==> config.mk <==
export PLATFORM = sky130hd
export DESIGN_NAME = msk_sbox_host
export DESIGN_NICKNAME = d
export VERILOG_FILES = /design/src/rtl/msk_sbox_host.sv
export SDC_FILE = /design/constraint.sdc
export NUM_CORES = 1
export LEC_CHECK = 0
export CAP_MARGIN = 30
export CORE_MARGIN = 10
export CORE_UTILIZATION = 47
export DETAILED_ROUTE_END_ITERATION = 8
export PLACE_DENSITY = 0.8
export SLEW_MARGIN = 20
export SYNTH_ARGS = -nofsm -noshare
export SYNTH_HDL_FRONTEND = slang
export SYNTH_SLANG_ARGS = --single-unit
export TNS_END_PERCENT = 1
==> constraint.sdc <==
create_clock -name clk -period 2.6 [get_ports clk]
set_input_delay 0.39 -clock clk [delete_from_list [all_inputs] [get_ports clk]]
set_output_delay 0.39 -clock clk [all_outputs]
set_load 0.02 [all_outputs]
==> src/rtl/msk_sbox_host.sv <==
// Masked S-box initiator: encodes a plain byte into a fresh d-share Boolean
// sharing, issues it to the S-box, waits for the result and recombines it.
module msk_sbox_host #(
  parameter int unsigned d     = 2,
  parameter int unsigned TMO   = 64,
  parameter logic [63:0] SEED0 = 64'h0123_4567_89AB_CDEF
) (
  input  logic             clk,
  input  logic             rst_n,
  input  logic             seed_load,
  input  logic [63:0]      seed,
  input  logic             in_valid,
  output logic             in_ready,
  input  logic [7:0]       in_data,
  input  logic             in_inverse,
  output logic             out_valid,
  input  logic             out_ready,
  output logic [7:0]       out_data,
  output logic             sb_enable,
  output logic             sb_valid_in,
  output logic             sb_inverse,
  output logic [8*d-1:0]   sb_in,
  input  logic [8*d-1:0]   sb_out,
  input  logic             sb_valid_out,
  output logic [1:0]       err
);

  localparam int unsigned SW   = 8 * d;
  localparam int unsigned CW   = $clog2(TMO);
  localparam logic [63:0] POLY = 64'hD800_0000_0000_0000;

  typedef enum logic [1:0] {S_IDLE, S_SEND, S_WAIT, S_HOLD} state_t;

  state_t        state;
  logic [63:0]   lfsr;
  logic [CW-1:0] tmo_cnt;
  logic [SW-1:0] enc_c;
  logic [7:0]    sh0_c;
  logic [7:0]    dec_c;

  // Free-running Galois LFSR supplying mask bits; a zero seed is replaced by SEED0
  always_ff @(posedge clk or negedge rst_n) begin
    if (!rst_n) begin
      lfsr <= SEED0;
    end else if (seed_load) begin
      lfsr <= (seed == 64'd0) ? SEED0 : seed;
    end else begin
      lfsr <= {1'b0, lfsr[63:1]} ^ (lfsr[0] ? POLY : 64'd0);
    end
  end

  // Share encoding: shares 1..d-1 straight from the mask, share 0 completes the XOR
  always_comb begin
    enc_c = '0;
    sh0_c = in_data;
    for (int unsigned i = 0; i < 8; i++) begin
      for (int unsigned j = 1; j < d; j++) begin
        enc_c[i*d+j] = lfsr[i*(d-1)+j-1];
        sh0_c[i]     = sh0_c[i] ^ lfsr[i*(d-1)+j-1];
      end
      enc_c[i*d] = sh0_c[i];
    end
  end

  // Share recombination of the S-box result
  always_comb begin
    dec_c = '0;
    for (int unsigned i = 0; i < 8; i++) begin
      dec_c[i] = ^sb_out[i*d +: d];
    end
  end

  // Transaction FSM with registered handshake, S-box strobes and sticky errors
  always_ff @(posedge clk or negedge rst_n) begin
    if (!rst_n) begin
      state       <= S_IDLE;
      in_ready    <= 1'b1;
      out_valid   <= 1'b0;
      out_data    <= 8'd0;
      sb_enable   <= 1'b0;
      sb_valid_in <= 1'b0;
      sb_inverse  <= 1'b0;
      sb_in       <= '0;
      err         <= 2'b00;
      tmo_cnt     <= '0;
    end else begin
      sb_valid_in <= 1'b0;
      if (sb_valid_out && (state != S_WAIT)) begin
        err[1] <= 1'b1;
      end
      case (state)
        S_IDLE: begin
          if (in_valid && in_ready) begin
            sb_in       <= enc_c;
            sb_inverse  <= in_inverse;
            sb_valid_in <= 1'b1;
            sb_enable   <= 1'b1;
            in_ready    <= 1'b0;
            state       <= S_SEND;
          end
        end
        S_SEND: begin
          tmo_cnt <= '0;
          state   <= S_WAIT;
        end
        S_WAIT: begin
          if (sb_valid_out) begin
            out_data  <= dec_c;
            out_valid <= 1'b1;
            sb_enable <= 1'b0;
            state     <= S_HOLD;
          end else if (tmo_cnt == CW'(TMO - 1)) begin
            err[0]    <= 1'b1;
            sb_enable <= 1'b0;
            in_ready  <= 1'b1;
            state     <= S_IDLE;
          end else begin
            tmo_cnt <= tmo_cnt + CW'(1);
          end
        end
        S_HOLD: begin
          if (out_ready) begin
            out_valid <= 1'b0;
            in_ready  <= 1'b1;
            state     <= S_IDLE;
          end
        end
        default: state <= S_IDLE;
      endcase
    end
  end

endmodule
==> After elaboration in Yosys (flattened, before gate mapping) <==
Index checks and enable logic that the tools add are counted.
{ "word_totals": {"ff_bits": 103, "latch_bits": 0, "mem_bits_rw": 0, "rom_bits": 0, "in_bits": 95, "output_inout_bits": 31, "elab_cells": 84, "memories": 0} }
{ "classes": {"n_addsub": 1, "multipliers": 0, "div": 0, "order_cmp": 0, "n_eq_ne": 12, "n_shift": 0, "mux": 25, "bitwise_logic": 10, "reduce_logical": 24} }
{ "op_table": {"columns": ["op", "count"], "rows": [
  ["64-bit two-way mux", 3],
  ["64-bit zero test", 1],
  ["63-bit by 64-bit bitwise XOR with 64-bit output", 1],
  ["2-bit parity", 8],
  ["3-bit AND reduction", 5],
  ["2-bit != test, second input constant", 7],
  ["6-bit two-way mux", 2],
  ["6-bit one-hot mux with 2 select lines", 1],
  ["1-bit two-way mux", 11],
  ["2-bit two-way mux", 4],
  ["2-bit one-hot mux with 4 select lines", 1],
  ["1-bit bitwise XOR", 8],
  ["6-bit by 1-bit adder with 6-bit output, second input constant", 1],
  ["6-bit == test, second input constant", 1],
  ["2-bit nonzero test", 3],
  ["5-bit AND reduction", 1],
  ["2-bit == test, second input constant", 2],
  ["1-bit one-hot mux with 2 select lines", 2],
  ["2-bit AND reduction", 2],
  ["3-bit != test, second input constant", 1],
  ["1-bit one-hot mux with 3 select lines", 1],
  ["3-bit nonzero test", 1],
  ["2-bit by 1-bit == test with 1-bit output, second input constant", 1],
  ["1-bit logical AND", 2],
  ["2 further kinds", 2]
]} }

==> Longest topological paths before layout <==
{ "depth": {"ltp_word": 4, "mapped_depth": 6, "depth_no_buf": 5} }

==> Least setup slack after synthesis <==
Ideal clock, no wire load.
{ "synth_timing": {"kind": "reg-to-reg", "start": "register tmo_cnt[0]", "end": "register tmo_cnt[2]", "setup_ps": 124, "arrival_ps": 1686, "required_ps": 2476, "slack_ps": 791, "stages_incl_launch_ff": 6, "path_buffers": 0, "period_less_slack_ps": 1809, "path_cell_list": "dfrtp_1 ha_1 and3_1 a311oi_2 nor2_1 a211o_1"} }
{ "synth_between": {"elab_chain_len": 4, "elab_cells_between_ends": 7, "classes_between": "add/sub (1); eq/ne (2); mux (3); reduce/logical (1)"} }
{ "synth_rtl": {"columns": ["item", "line", "text"], "rows": [
  ["from (decl)", "36", "logic [CW-1:0] tmo_cnt;"],
  ["from (signal assigned)", "118", "tmo_cnt <= tmo_cnt + CW'(1);"],
  ["6-bit by 1-bit adder with 6-bit output", "118", null],
  ["6-bit two-way mux", "112", "end else if (tmo_cnt == CW'(TMO - 1)) begin"],
  ["6-bit two-way mux", "107", "if (sb_valid_out) begin"],
  ["6-bit one-hot mux with 2 select lines", "91", "case (state)"]
]} }
Parallel ways exist; a longest one is shown, timed or not. The select of a mux whose other input is x is not followed.
A chain may end at the register's enable or synchronous reset.

==> Worst setup path in the final report <==
{ "layout_timing": {"start": "input seed[5]", "end": "register lfsr[40]"} }
{ "layout_between": {"elab_chain_len": 3} }
{ "layout_rtl": {"columns": ["item", "line", "text"], "rows": [
  ["from (decl)", "11", "input logic [63:0] seed,"],
  ["64-bit zero test", "46", "lfsr <= (seed == 64'd0) ? SEED0 : seed;"],
  ["64-bit two-way mux", "46", null],
  ["64-bit two-way mux", "45", "end else if (seed_load) begin"],
  ["to (signal assigned)", "46", null],
  ["to (signal assigned)", "48", "lfsr <= {1'b0, lfsr[63:1]} ^ (lfsr[0] ? POLY : 64'd0);"],
  ["to (decl)", "35", "logic [63:0] lfsr;"]
]} }
Every way passes these cells.

==> out/metrics.yaml <==
sta:
  setup_viol: 0
  maxSlewViolCount: 0
  slew_headroom_pct: 58.1
  period_share_pct: 87.1
  finalCriticalPeriod_ns: 2.27
  fin_setup_tns_ns: 0
  hold_viol: 0
  skew_ns: 0.0123
  fmax_mhz: 441
  rsz0062_at_grt: "false"
  worst_slew_pin_slew_ns: 0.623
grt:
  grt_pass1_wl_mm: 17.5
  grtUsageTotal_pct: 16.6
  grt_pass1_vias: 3356
  overflow: 0
  grt_max_degree: 58
  antenna_found_initial: 0
place:
  place_hpwl_mm: 8.27
  port_buffers: 125
  place.gp.congestion: 0.842
  post-place-cells: 550
routing:
  viasPerCell: 5.53
  initialDrtViolationCount: 148
  drcViolationCount: 0
  wire_per_inst_microns: 19.1
  ant_nets: 0
  dr.pass1.iters: 4
  totalWireLength_mm: 10.8
  num_vias: 3132
synth:
  postSynthCellCount: 327
  yosys.area.top_type_share_pct: 41.0
  ys_types: 33
  ys_ff_latch: 103
  syn_area_sq_um: 4280
  yosysTopAreaCell: "dfrtp_1"
  synth_seq_area_share_pct: 61.2
  synthArstFlopShare_pct: 100
  syn-num-nets: 423
  avgSynthCellArea_sq_um: 13.1
  synth_ff_type: "dfrtp_1"
  synth_area_leaders: "dfrtp_1, dfstp_2, mux2_2"
  synth_edf_count: 0
  yosysWarnings: 0
outcome:
  outcome: "completed"
clock_tree:
  post_cts_resized: 0
  cts.path.max_buffers: 2
  cts-root-buf: "clkbuf_8"
  cts_sinks: 103
  h-tree-depth: 3
  clk_latency_ns: 0.35
  post_cts_buffers: 0
  cts_tree: "built"
  numCtsBuffers: 9
  clk_pin_slew_ns: 0.10
  hold_buffers: 0
setup_path:
  r2r-start: "tmo_cnt[0]"
  worst-r2r-setup-slack_ns: 0.72
  required_ns: 2.89
  endpoint_kind: "register"
  crit_arrival_ns: 2.55
  cp-start-kind: "input port"
  critPathKind: "input port to register"
  path_max_fanout: 32
  cp-startpoint: "seed[5]"
layout:
  synthToLayoutAreaGrowth_pct: 37.4
  fillCellCount: 684
  antennaDiodeCount: 0
  finalCoreUtilization_pct: 66.7
  layoutNonFillerInstCount: 566
  nets: 549
  drive_gt1_share_pct: 28.8
floorplan:
  start_util_pct: 48.6
  dieWidth_microns: 115
  dieArea_sq_um: 13300
  rows: 34
  io_pins: 126
  die_h_microns: 115
  placeableCoreArea_sq_um: 8810
power_and_ir_drop:
  power_density_nw_per_um2: 829
  cellLeakagePower_nw: 2.35
  irDropWorstVdd_uv: 364
flow_run:
  max-cap-violations: 0
worst_hold_path:
  min-delay-path-class: "input port to asynchronous set/reset pin"
synthesized netlist by cell type (all sizes together), types with 9 or more instances:
cell type,instances
o21ai,16
nor4,16
mux2,38
xnor2,20
buf,9
clkbuf,11
dfrtp,70
dfstp,33
o22a,32
nand2,24
a21oi,15
nor2,12
power by group:
group          total, mW  switching (mW)  leakage [nW]  internal, mW
Clock               1.06           0.548         0.107         0.507
Sequential          2.23           0.236          1.18          1.99
Combinational       1.59           0.765          1.06         0.822
Total               4.87            1.55          2.35          3.32
layer usage:
layer / part of all wire, % / vias to the layer above / GRT usage, %
li1: - / 1435 / -
met1: 44 / 1552 / 21.0
met2: 44 / 133 / 25.2
met3: 10 / 12 / 7.50
met4: 1.2 / 0 / 4.65
met5: 0 / - / 0
cells by family (layout without fill, tap and decap cells):
| group | Yosys count | in the layout | share of synthesized area, % |
|---|---|---|---|
| xor gates and xnor gates | 20 | 20 | 4.10 |
| AOI/OAI and AO/OA | 71 | 71 | 13.2 |
| buffers and inverters | 21 | 152 | 2.43 |
| adders and majority gates | 1 | 1 | 0.293 |
| and+or+nand+nor | 71 | 71 | 8.31 |
| muxes | 40 | 40 | 10.5 |
| DFF | 103 | 103 | 61.2 |
cells in the final DEF, fill, tap and decap left out, drive strengths merged, types with 12 or more instances in the layout:
master | synthesis | layout
a21oi | 15 | 15
buf | 9 | 12
clkdlybuf4s50 | 0 | 123
dfrtp | 70 | 70
dfstp | 33 | 33
mux2 | 38 | 38
nand2 | 24 | 24
nor2 | 12 | 12
nor4 | 16 | 16
o21ai | 16 | 16
o22a | 32 | 32
xnor2 | 20 | 20
final cells by class:
cell class | count | area (sq um) | share of cell area [%]
well taps | 108 | 135 | 2.30
inverters | 1 | 3.75 | 0.0639
clock buffers | 11 | 151 | 2.58
clock inverters | 5 | 63.8 | 1.09
multi-input cells | 203 | 1560 | 26.5
flip-flops and latches | 103 | 2620 | 44.6
repair buffers | 135 | 1340 | 22.9
flip-flops by register name, summed over array words and instances (netlist names), 2 cells and up:
| name | count |
|---|---|
| state | 2 |
| sb_in | 16 |
| lfsr | 64 |
| tmo_cnt | 6 |
| err | 2 |
| out_data | 8 |
final timing paths:
check,cells past startpoint,to
hold reg to reg,1,err[1]
min in group clk,1,err[1]
setup / recovery,6,lfsr[40]
hold / removal,1,err[1]
max in group asynchronous,2,lfsr[33]
setup reg to reg,5,tmo_cnt[2]
critical path: stages:
cell	delay [ns]
clkdlybuf4s50_1	0.45
nor4_1	0.59
nand4_1	0.25
o41ai_4	0.46
buf_12	0.23
o22a_1	0.17
metrics by stage:
stage / total power [mW] / hold slack [ns] / instance area (sq um) / setup slack, ns
after floorplan: 3.02 / 0.0944 / 4280 / 0.791
after global placement: 3.78 / 0.431 / 5660 / -0.00166
after detailed placement: 3.85 / 0.436 / 5660 / -0.0332
after CTS: 4.91 / 0.0514 / 5880 / 0.337
after global routing: 5.16 / 0.0632 / 5880 / 0.236
final: 4.87 / 0.0420 / 5880 / 0.334
No activity file was read; power rests on OpenSTA's default activity.
